[config.mk]
export PLATFORM = sky130hd
export DESIGN_NAME = ctlr_poll_engine
export DESIGN_NICKNAME = d
export VERILOG_FILES = /design/src/rtl/ctlr_poll_engine.sv
export SDC_FILE = /design/constraint.sdc
export NUM_CORES = 1
export LEC_CHECK = 0
export ABC_AREA = 1
export CAP_MARGIN = 20
export CORE_ASPECT_RATIO = 0.7
export CORE_UTILIZATION = 30
export CTS_CLUSTER_SIZE = 28
export DETAILED_ROUTE_END_ITERATION = 10
export PLACE_DENSITY_LB_ADDON = 0.12
export SYNTH_ARGS = -nofsm -noshare
export SYNTH_HDL_FRONTEND = slang
export SYNTH_SLANG_ARGS = --single-unit
export TNS_END_PERCENT = 30
[constraint.sdc]
create_clock -name clock -period 4.5 [get_ports clock]
set_input_delay 1.125 -clock clock [delete_from_list [all_inputs] [get_ports clock]]
set_output_delay 1.125 -clock clock [all_outputs]
set_load 0.03 [all_outputs]
[src/rtl/ctlr_poll_engine.sv]
// Purpose : autonomous N-port serial pad poller with atomic snapshot and CPU read port at BASE_ADDR+p.
// Latency : capture = PULSE_LEN + NUM_BITS + 2*PULSE_LEN*(NUM_BITS-1) + 1 ticks; CPU read data valid one tick after the read.
// Backpressure: none on the CPU side; capture requests arriving while busy queue one deep (pending), further ones merge.
//
// Ports:
//   clock, reset        - system clock, synchronous active-high reset
//   clock_en            - CPU tick enable; every register advances only when high
//   addr, r_en, w_data  - CPU bus: write to BASE_ADDR sets strobe, read of BASE_ADDR+p returns port p
//   ctlr_data           - serial pad data per port, active-low on the wire
//   ctlr_pulse          - pad shift clock per port, idle high
//   ctlr_latch          - pad parallel load, active-high
//   button_data_rd      - registered read data {7'b0, bit}
//   rd_hit              - registered: previous tick was a read of a mapped port
//   busy                - capture sequencer is not idle
module ctlr_poll_engine #(
    parameter int          NUM_PORTS   = 2,
    parameter int          NUM_BITS    = 8,
    parameter int          PULSE_LEN   = 3,
    parameter int          AUTO_POLL   = 0,
    parameter int          POLL_PERIOD = 29780,
    parameter logic [15:0] BASE_ADDR   = 16'h4016
) (
    input  logic                 clock,
    input  logic                 reset,
    input  logic                 clock_en,
    input  logic [15:0]          addr,
    input  logic                 r_en,
    input  logic [7:0]           w_data,
    input  logic [NUM_PORTS-1:0] ctlr_data,
    output logic [NUM_PORTS-1:0] ctlr_pulse,
    output logic                 ctlr_latch,
    output logic [7:0]           button_data_rd,
    output logic                 rd_hit,
    output logic                 busy
);

    localparam int CW = (PULSE_LEN > 1) ? $clog2(PULSE_LEN) : 1;
    localparam int IW = (NUM_BITS > 1) ? $clog2(NUM_BITS) : 1;
    localparam int PW = $clog2(NUM_BITS + 1);
    localparam int TW = (POLL_PERIOD > 1) ? $clog2(POLL_PERIOD) : 1;

    localparam logic [CW-1:0] CNT_LAST  = CW'(PULSE_LEN - 1);
    localparam logic [IW-1:0] BIT_LAST  = IW'(NUM_BITS - 1);
    localparam logic [PW-1:0] PTR_END   = PW'(NUM_BITS);
    localparam logic [TW-1:0] POLL_LAST = TW'(POLL_PERIOD - 1);

    typedef enum logic [2:0] {
        S_IDLE,
        S_LATCH,
        S_SAMPLE,
        S_CLK_LO,
        S_CLK_HI,
        S_COMMIT
    } state_t;

    state_t              state;
    state_t              state_nxt;
    logic [CW-1:0]       cnt;
    logic [IW-1:0]       bit_idx;
    logic                strobe;
    logic                pending;
    logic [TW-1:0]       poll_cnt;
    logic [NUM_BITS-1:0] staging  [NUM_PORTS];
    logic [NUM_BITS-1:0] snapshot [NUM_PORTS];
    logic [PW-1:0]       rd_ptr   [NUM_PORTS];

    logic                wr_strobe;
    logic                strobe_nxt;
    logic                strobe_fall;
    logic                poll_wrap;
    logic                cap_req;
    logic                cnt_last;
    logic                rd_any;
    logic                rd_bit;
    logic [NUM_PORTS-1:0] rd_sel;
    logic [NUM_BITS-1:0] rd_shift;
    logic                unused_wdata;

    assign unused_wdata = ^w_data[7:1];

    assign wr_strobe   = !r_en && (addr == BASE_ADDR);
    assign strobe_nxt  = wr_strobe ? w_data[0] : strobe;
    assign strobe_fall = wr_strobe && strobe && !w_data[0];
    assign poll_wrap   = (AUTO_POLL != 0) && (poll_cnt == POLL_LAST);
    assign cap_req     = strobe_fall || poll_wrap;
    assign cnt_last    = (cnt == CNT_LAST);

    // Read decode: past the last bit a port reads back 1, like an exhausted pad shift register.
    always_comb begin
        rd_any   = 1'b0;
        rd_bit   = 1'b0;
        rd_sel   = '0;
        rd_shift = '0;
        for (int p = 0; p < NUM_PORTS; p++) begin
            if (r_en && (addr == BASE_ADDR + 16'(p))) begin
                rd_any    = 1'b1;
                rd_sel[p] = 1'b1;
                rd_shift  = snapshot[p] >> rd_ptr[p];
                rd_bit    = (rd_ptr[p] < PTR_END) ? rd_shift[0] : 1'b1;
            end
        end
    end

    always_ff @(posedge clock) begin
        if (reset) begin
            state <= S_IDLE;
        end else if (clock_en) begin
            state <= state_nxt;
        end
    end

    always_comb begin
        state_nxt  = state;
        ctlr_latch = 1'b0;
        ctlr_pulse = '1;
        busy       = (state != S_IDLE);
        case (state)
            S_IDLE:   if (cap_req) state_nxt = S_LATCH;
            S_LATCH: begin
                ctlr_latch = 1'b1;
                if (cnt_last) state_nxt = S_SAMPLE;
            end
            S_SAMPLE: state_nxt = (bit_idx == BIT_LAST) ? S_COMMIT : S_CLK_LO;
            S_CLK_LO: begin
                ctlr_pulse = '0;
                if (cnt_last) state_nxt = S_CLK_HI;
            end
            S_CLK_HI: if (cnt_last) state_nxt = S_SAMPLE;
            // A request landing on the commit tick restarts straight away, same as a queued one.
            S_COMMIT: state_nxt = (pending || cap_req) ? S_LATCH : S_IDLE;
            default:  state_nxt = S_IDLE;
        endcase
    end

    always_ff @(posedge clock) begin
        if (reset) begin
            cnt            <= '0;
            bit_idx        <= '0;
            strobe         <= 1'b0;
            pending        <= 1'b0;
            poll_cnt       <= '0;
            button_data_rd <= '0;
            rd_hit         <= 1'b0;
            for (int p = 0; p < NUM_PORTS; p++) begin
                staging[p]  <= '0;
                snapshot[p] <= '0;
                rd_ptr[p]   <= '0;
            end
        end else if (clock_en) begin
            strobe <= strobe_nxt;

            // Phase timer restarts on every state change.
            if (state_nxt != state) begin
                cnt <= '0;
            end else if (state == S_LATCH || state == S_CLK_LO || state == S_CLK_HI) begin
                cnt <= cnt + 1'b1;
            end

            if (state == S_LATCH) begin
                bit_idx <= '0;
            end else if (state == S_CLK_HI && cnt_last) begin
                bit_idx <= bit_idx + 1'b1;
            end

            if (state == S_COMMIT) begin
                pending <= 1'b0;
            end else if (cap_req && state != S_IDLE) begin
                pending <= 1'b1;
            end

            if (AUTO_POLL != 0) begin
                poll_cnt <= poll_wrap ? '0 : poll_cnt + 1'b1;
            end

            if (state == S_SAMPLE) begin
                for (int p = 0; p < NUM_PORTS; p++) begin
                    staging[p][bit_idx] <= ~ctlr_data[p];
                end
            end

            rd_hit <= rd_any;
            if (rd_any) begin
                button_data_rd <= {7'b0, rd_bit};
            end

            // Commit beats everything; strobe (including the write that raises it) holds pointers at 0.
            for (int p = 0; p < NUM_PORTS; p++) begin
                if (state == S_COMMIT || strobe_nxt) begin
                    rd_ptr[p] <= '0;
                end else if (rd_sel[p] && rd_ptr[p] != PTR_END) begin
                    rd_ptr[p] <= rd_ptr[p] + 1'b1;
                end
            end

            if (state == S_COMMIT) begin
                for (int p = 0; p < NUM_PORTS; p++) begin
                    snapshot[p] <= staging[p];
                end
            end
        end
    end

endmodule

# == Word level (Yosys, flattened, before mapping) ==
# Memory sizes are Yosys's and may differ from the RTL's.
# Index checks and enable logic that the tools add are counted.
# word_totals
reg_bits,12
mem_bits_rw,40
inputBits,30
output_inout_bits,13
wordCells,152
n_memories,3
# op_classes
add_sub_neg,4
order_cmp,4
eq_ne,12
n_shift,2
muxes,70
bitwise,24
n_reduce_logical,26
# memory_table
memory,words,word_bits,rd,rd_clocked_by_memory_dff,wr,line,text
snapshot,2,8,2,0,2,64,logic [NUM_BITS-1:0] snapshot [NUM_PORTS];
staging,2,8,2,0,2,63,logic [NUM_BITS-1:0] staging [NUM_PORTS];
rd_ptr,2,4,2,0,2,65,logic [PW-1:0] rd_ptr [NUM_PORTS];
# ops
cell,count
$mux W1,52
$eq A16 B15 Y1 const B,2
$mux W8,3
$or A1 B1 Y1,22
$mux W3,6
$mux W4,4
$shr A8 B4 Y1,2
$pmux W3 S5,1
$logic_and A1 B1 Y1,10
$eq A3 B3 Y1 const B,3
$add A4 B1 Y4 const B,2
$lt A4 B4 Y1 const B,2
$ne A4 B4 Y1 const B,2
$reduce_and A2 Y1,4
$eq A3 B2 Y1 const B,2
$mux W2,3
$reduce_bool A2 Y1,3
$logic_or A1 B1 Y1,4
$lt A3 B4 Y1 const B,1
$add A3 B1 Y3 const B,1
$demux W1 S3,1
$eq A3 B1 Y1 const B,1
$ge A3 B1 Y1 const B,1
$logic_not A3 Y1,1
other kinds (7),9

# == Depth between registers and ports, before layout ==
# logic_depth
ltp_word,10
depth_mapped,13
ltp_nobuf,13

# == Worst setup path before layout ==
# No wires, ideal clock.
# synth_timing
path_kind,input-to-reg
start,input clock_en
end,memory snapshot[0][0] (enable)
setup_ns,0.414
t_arrival_ns,2.613
required_ns,4.086
slack_ns,1.473
stages,2
path_buffers,0
cell_sequence,clkinv_1 > o21ai_0
# synth_lines
item,line,text
"start, declared",25,"input logic clock_en,"
"end, declared",64,

# == Final worst setup path ==
# layout_timing
start,register state[1]
end,output ctlr_pulse[0]
# layout_via
elab_chain_cells,2
# layout_lines
item,line,text
"start, declared",56,state_t state;
"start signal, assigned",108,state <= state_nxt;
$eq A3 B2 Y1,117,case (state)
$mux W2,117,
"end, declared",30,"output logic [NUM_PORTS-1:0] ctlr_pulse,"
# No other way between the ends.

==> metrics.md <==
| Metric | Value |
|---|---|
| WL/cell | `11.41 um` |
| Crit start category | `register` |
| Yosys top cell by area | `edfxtp_1` |
| Top cell type's share of synthesized area | `44.67%` |
| Mapped Cells | `298` |
| Post-Route WL | `5125 um` |
| Vias in the first global route | `1825` |
| Tot GR Track Use | `12.53%` |
| Pleak | `1.336 nW` |
| Skew final | `0.007491 ns` |
| Crit-path slowest cell | `clkdlybuf4s50_1` |
| Peak supply drop | `0.1437 mV` |
| Chip height | `81.21 um` |
| Total Die Area | `9352 um^2` |
| P&R area growth vs syn | `20.47%` |
| Power Density | `336.4 nW/um^2` |
| CORE AREA | `8583 um^2` |
| RSZ-0062 raised after global routing | `false` |
| Outcome | `completed` |
| Max-slew violations | `0` |
| Final worst slack | `1.551 ns` |
| Max-slew headroom | `55.16%` |
| Total global routing overflow | `0` |
| Final worst-path cycle share | `65.52%` |
| Share of cells above drive strength 1 | `8.511%` |
| Largest net degree at the start of global routing | `18` |
| Pre-CTS setup slack | `1.248 ns` |
| CTS Root Cell | `clkbuf_16` |
| Clock Latency Late Sink | `0.29 ns` |
| Setup TNS after final layout | `0 ns` |
| Hold crit path type | `reg2reg` |
| Worst setup path class | `reg2out` |
| Cts repair resizes | `0` |
| Count of final setup violators | `0` |
| Crit end category | `primary output` |
| IO Count | `43` |
| FP Rows | `28` |
| Max Fclk | `0.3391 GHz` |
| PortBufs | `28` |
| Slowest Stage Delay on Critical Path | `0.59 ns` |
| Vias per cell | `4.129` |
| Critical Path RT | `3.38 ns` |
| Max cap viols | `0` |
| DR iter-0 viols | `101` |
| Synth area leaders | `edfxtp_1, dfxtp_1, inv_1` |
| Nets | `365` |
| Post-CTS Setup Bufs | `0` |
| Clock H-tree levels | `2` |
| DR DRC count | `0` |
| Cells along the critical path | `inv_2 -> nor2_1 -> inv_1 -> nor2_1 -> inv_1 -> clkdlybuf4s50_1` |
| Clk slew on worst S/H paths | `0.06 ns` |
| FILL cells | `860` |
| CTS Buf Count | `5` |
| Mapped Area | `2689 um^2` |
| 1st-pass router iterations | `4` |
| Routed Antenna Nets | `0` |
| Worst Path Max Fanout | `6` |
| Initial core utilization | `31.33%` |
| GP Congestion | `0.8024` |
| First-pass GRT wire length | `8818 um` |
| Hpwl dp | `3917 um` |
| Clk sinks | `52` |
| Cell variety after synth | `34` |
| CTS tree | `built` |
| Final Hold Violating Endpoints | `0` |
| Deepest clock path buffer count | `2` |
| Routed vias | `1854` |
| Initial antenna violation count | `0` |
| YS warnings | `0` |
| Worst-margin pin slew | `0.6639 ns` |
| Antenna cells | `0` |
| Min Tclk post-route | `2.949 ns` |
| Die W | `115.2 um` |
| CP arrival | `1.82 ns` |
| Yosys reg bits | `52` |
| Sequential share of the synthesized area | `53.61%` |
| Syn avg cell area | `9.023 um^2` |
| Post-CTS Hold Buffers | `0` |
[cells in the mapped netlist]
cell type / number
nand3_1: 15
conb_1: 1
dfxtp_1: 12
o41ai_1: 8
o21ai_1: 1
nand4_2: 2
nor2_2: 5
clkbuf_1: 2
inv_2: 4
or2_2: 1
nand3_2: 3
xnor2_1: 2
edfxtp_1: 40
buf_2: 4
a31oi_1: 1
o21ai_0: 14
ha_1: 7
nor3b_1: 1
nand4_1: 3
a21oi_1: 15
xor2_1: 2
o211ai_1: 1
nor2_1: 47
nand2_2: 2
nor2_4: 1
o21a_1: 1
buf_4: 8
nand2_1: 32
o31ai_1: 2
inv_1: 54
clkinv_1: 1
a211oi_1: 3
nor3_1: 2
a21oi_2: 1
[layer usage]
| metal | part of all wire, % | wire length, um | GRT usage [%] |
|---|---|---|---|
| met3 | 3.3 | 168 | 3.060 |
| met2 | 37 | 1888 | 17.83 |
| met4 | 1.0 | 53 | 4.675 |
| met1 | 59 | 3014 | 18.17 |
| met5 | 0 | 0 | 0 |
[layout make-up]
class / count / area, um^2 / share of cell area (%)
repair buffers: 31 / 302.8 / 9.347
well taps: 120 / 150.1 / 4.635
clock inverters: 3 / 37.54 / 1.159
multi-input cells: 179 / 960.9 / 29.66
clock buffers: 5 / 125.1 / 3.862
inverters: 59 / 221.5 / 6.837
flip-flops and latches: 52 / 1441 / 44.50
[report_power, final]
group | internal [mW] | switching [mW] | total [mW] | leakage, nW
logic | 0.0473 | 0.0726 | 0.120 | 0.747
clock network | 0.259 | 0.163 | 0.422 | 0.0789
registers | 0.535 | 0.0125 | 0.548 | 0.511
total | 0.841 | 0.248 | 1.09 | 1.34
[critical path, delay by kind of cell, from the launching register on]
| kind | cells | cell delay [ns] |
|---|---|---|
| buffers and inverters | 4 | 0.81 |
| DFF | 1 | 0.39 |
| and+or+nand+nor | 2 | 0.33 |
[cells by family after synthesis]
family                   synth area share (%)
AND/OR/NAND/NOR                         19.50
adder cells (fa/ha/maj)                 3.257
XOR/XNOR                                1.303
other                                  0.1395
AO/OA/AOI/OAI                           10.70
flip-flops                              53.61
buffers and inverters                   11.49
[state kept, by name, summed over array words and instances, names as in the netlist]
register        count
snapshot           16
staging            16
rd_ptr              8
bit_idx             3
state               3
cnt                 2
button_data_rd      1
pending             1
rd_hit              1
strobe              1
[path summary, 6_finish.rpt]
kind | cells past startpoint | slack [ns] | end | startpoint
worst max-delay path | 6 | 1.55 | ctlr_pulse[0] | state[1]$_SDFFE_PP0P_
worst min-delay path | 2 | 0.49 | rd_hit$_SDFFE_PP0P_ | rd_hit$_SDFFE_PP0P_
worst max register to register | 4 | 2.65 | staging[0][10]$_DFFE_PP_ | state[1]$_SDFFE_PP0P_
worst min register to register | 2 | 0.49 | rd_hit$_SDFFE_PP0P_ | rd_hit$_SDFFE_PP0P_
[metrics by stage]
step | power, mW | hold WS, ns | std cells | cell area (um^2) | utilization, %
after floorplan | 0.6390 | 0.4556 | 304 | 2711 | -
after global placement | 0.6793 | 0.4740 | 441 | 3077 | 35.85
after detailed placement | 0.6793 | 0.4773 | 441 | 3077 | 35.85
after CTS | 1.102 | 0.4928 | 449 | 3239 | 37.74
after global routing | 1.135 | 0.5308 | 449 | 3239 | 37.74
final | 1.090 | 0.4893 | 449 | 3239 | 37.74
[cell usage in the layout, fill, tap and decap left out, drive strengths merged, types with 3 or more instances in the layout]
master	count
clkbuf	5
nand3	18
conb	7
edfxtp	40
ha	7
a211oi	3
buf	3
a21oi	16
nand4	5
o41ai	8
o21ai	15
nor2	53
dfxtp	12
clkinv	3
nand2	34
inv	58
clkdlybuf4s50	28
Power figures use the tool's default switching activity.
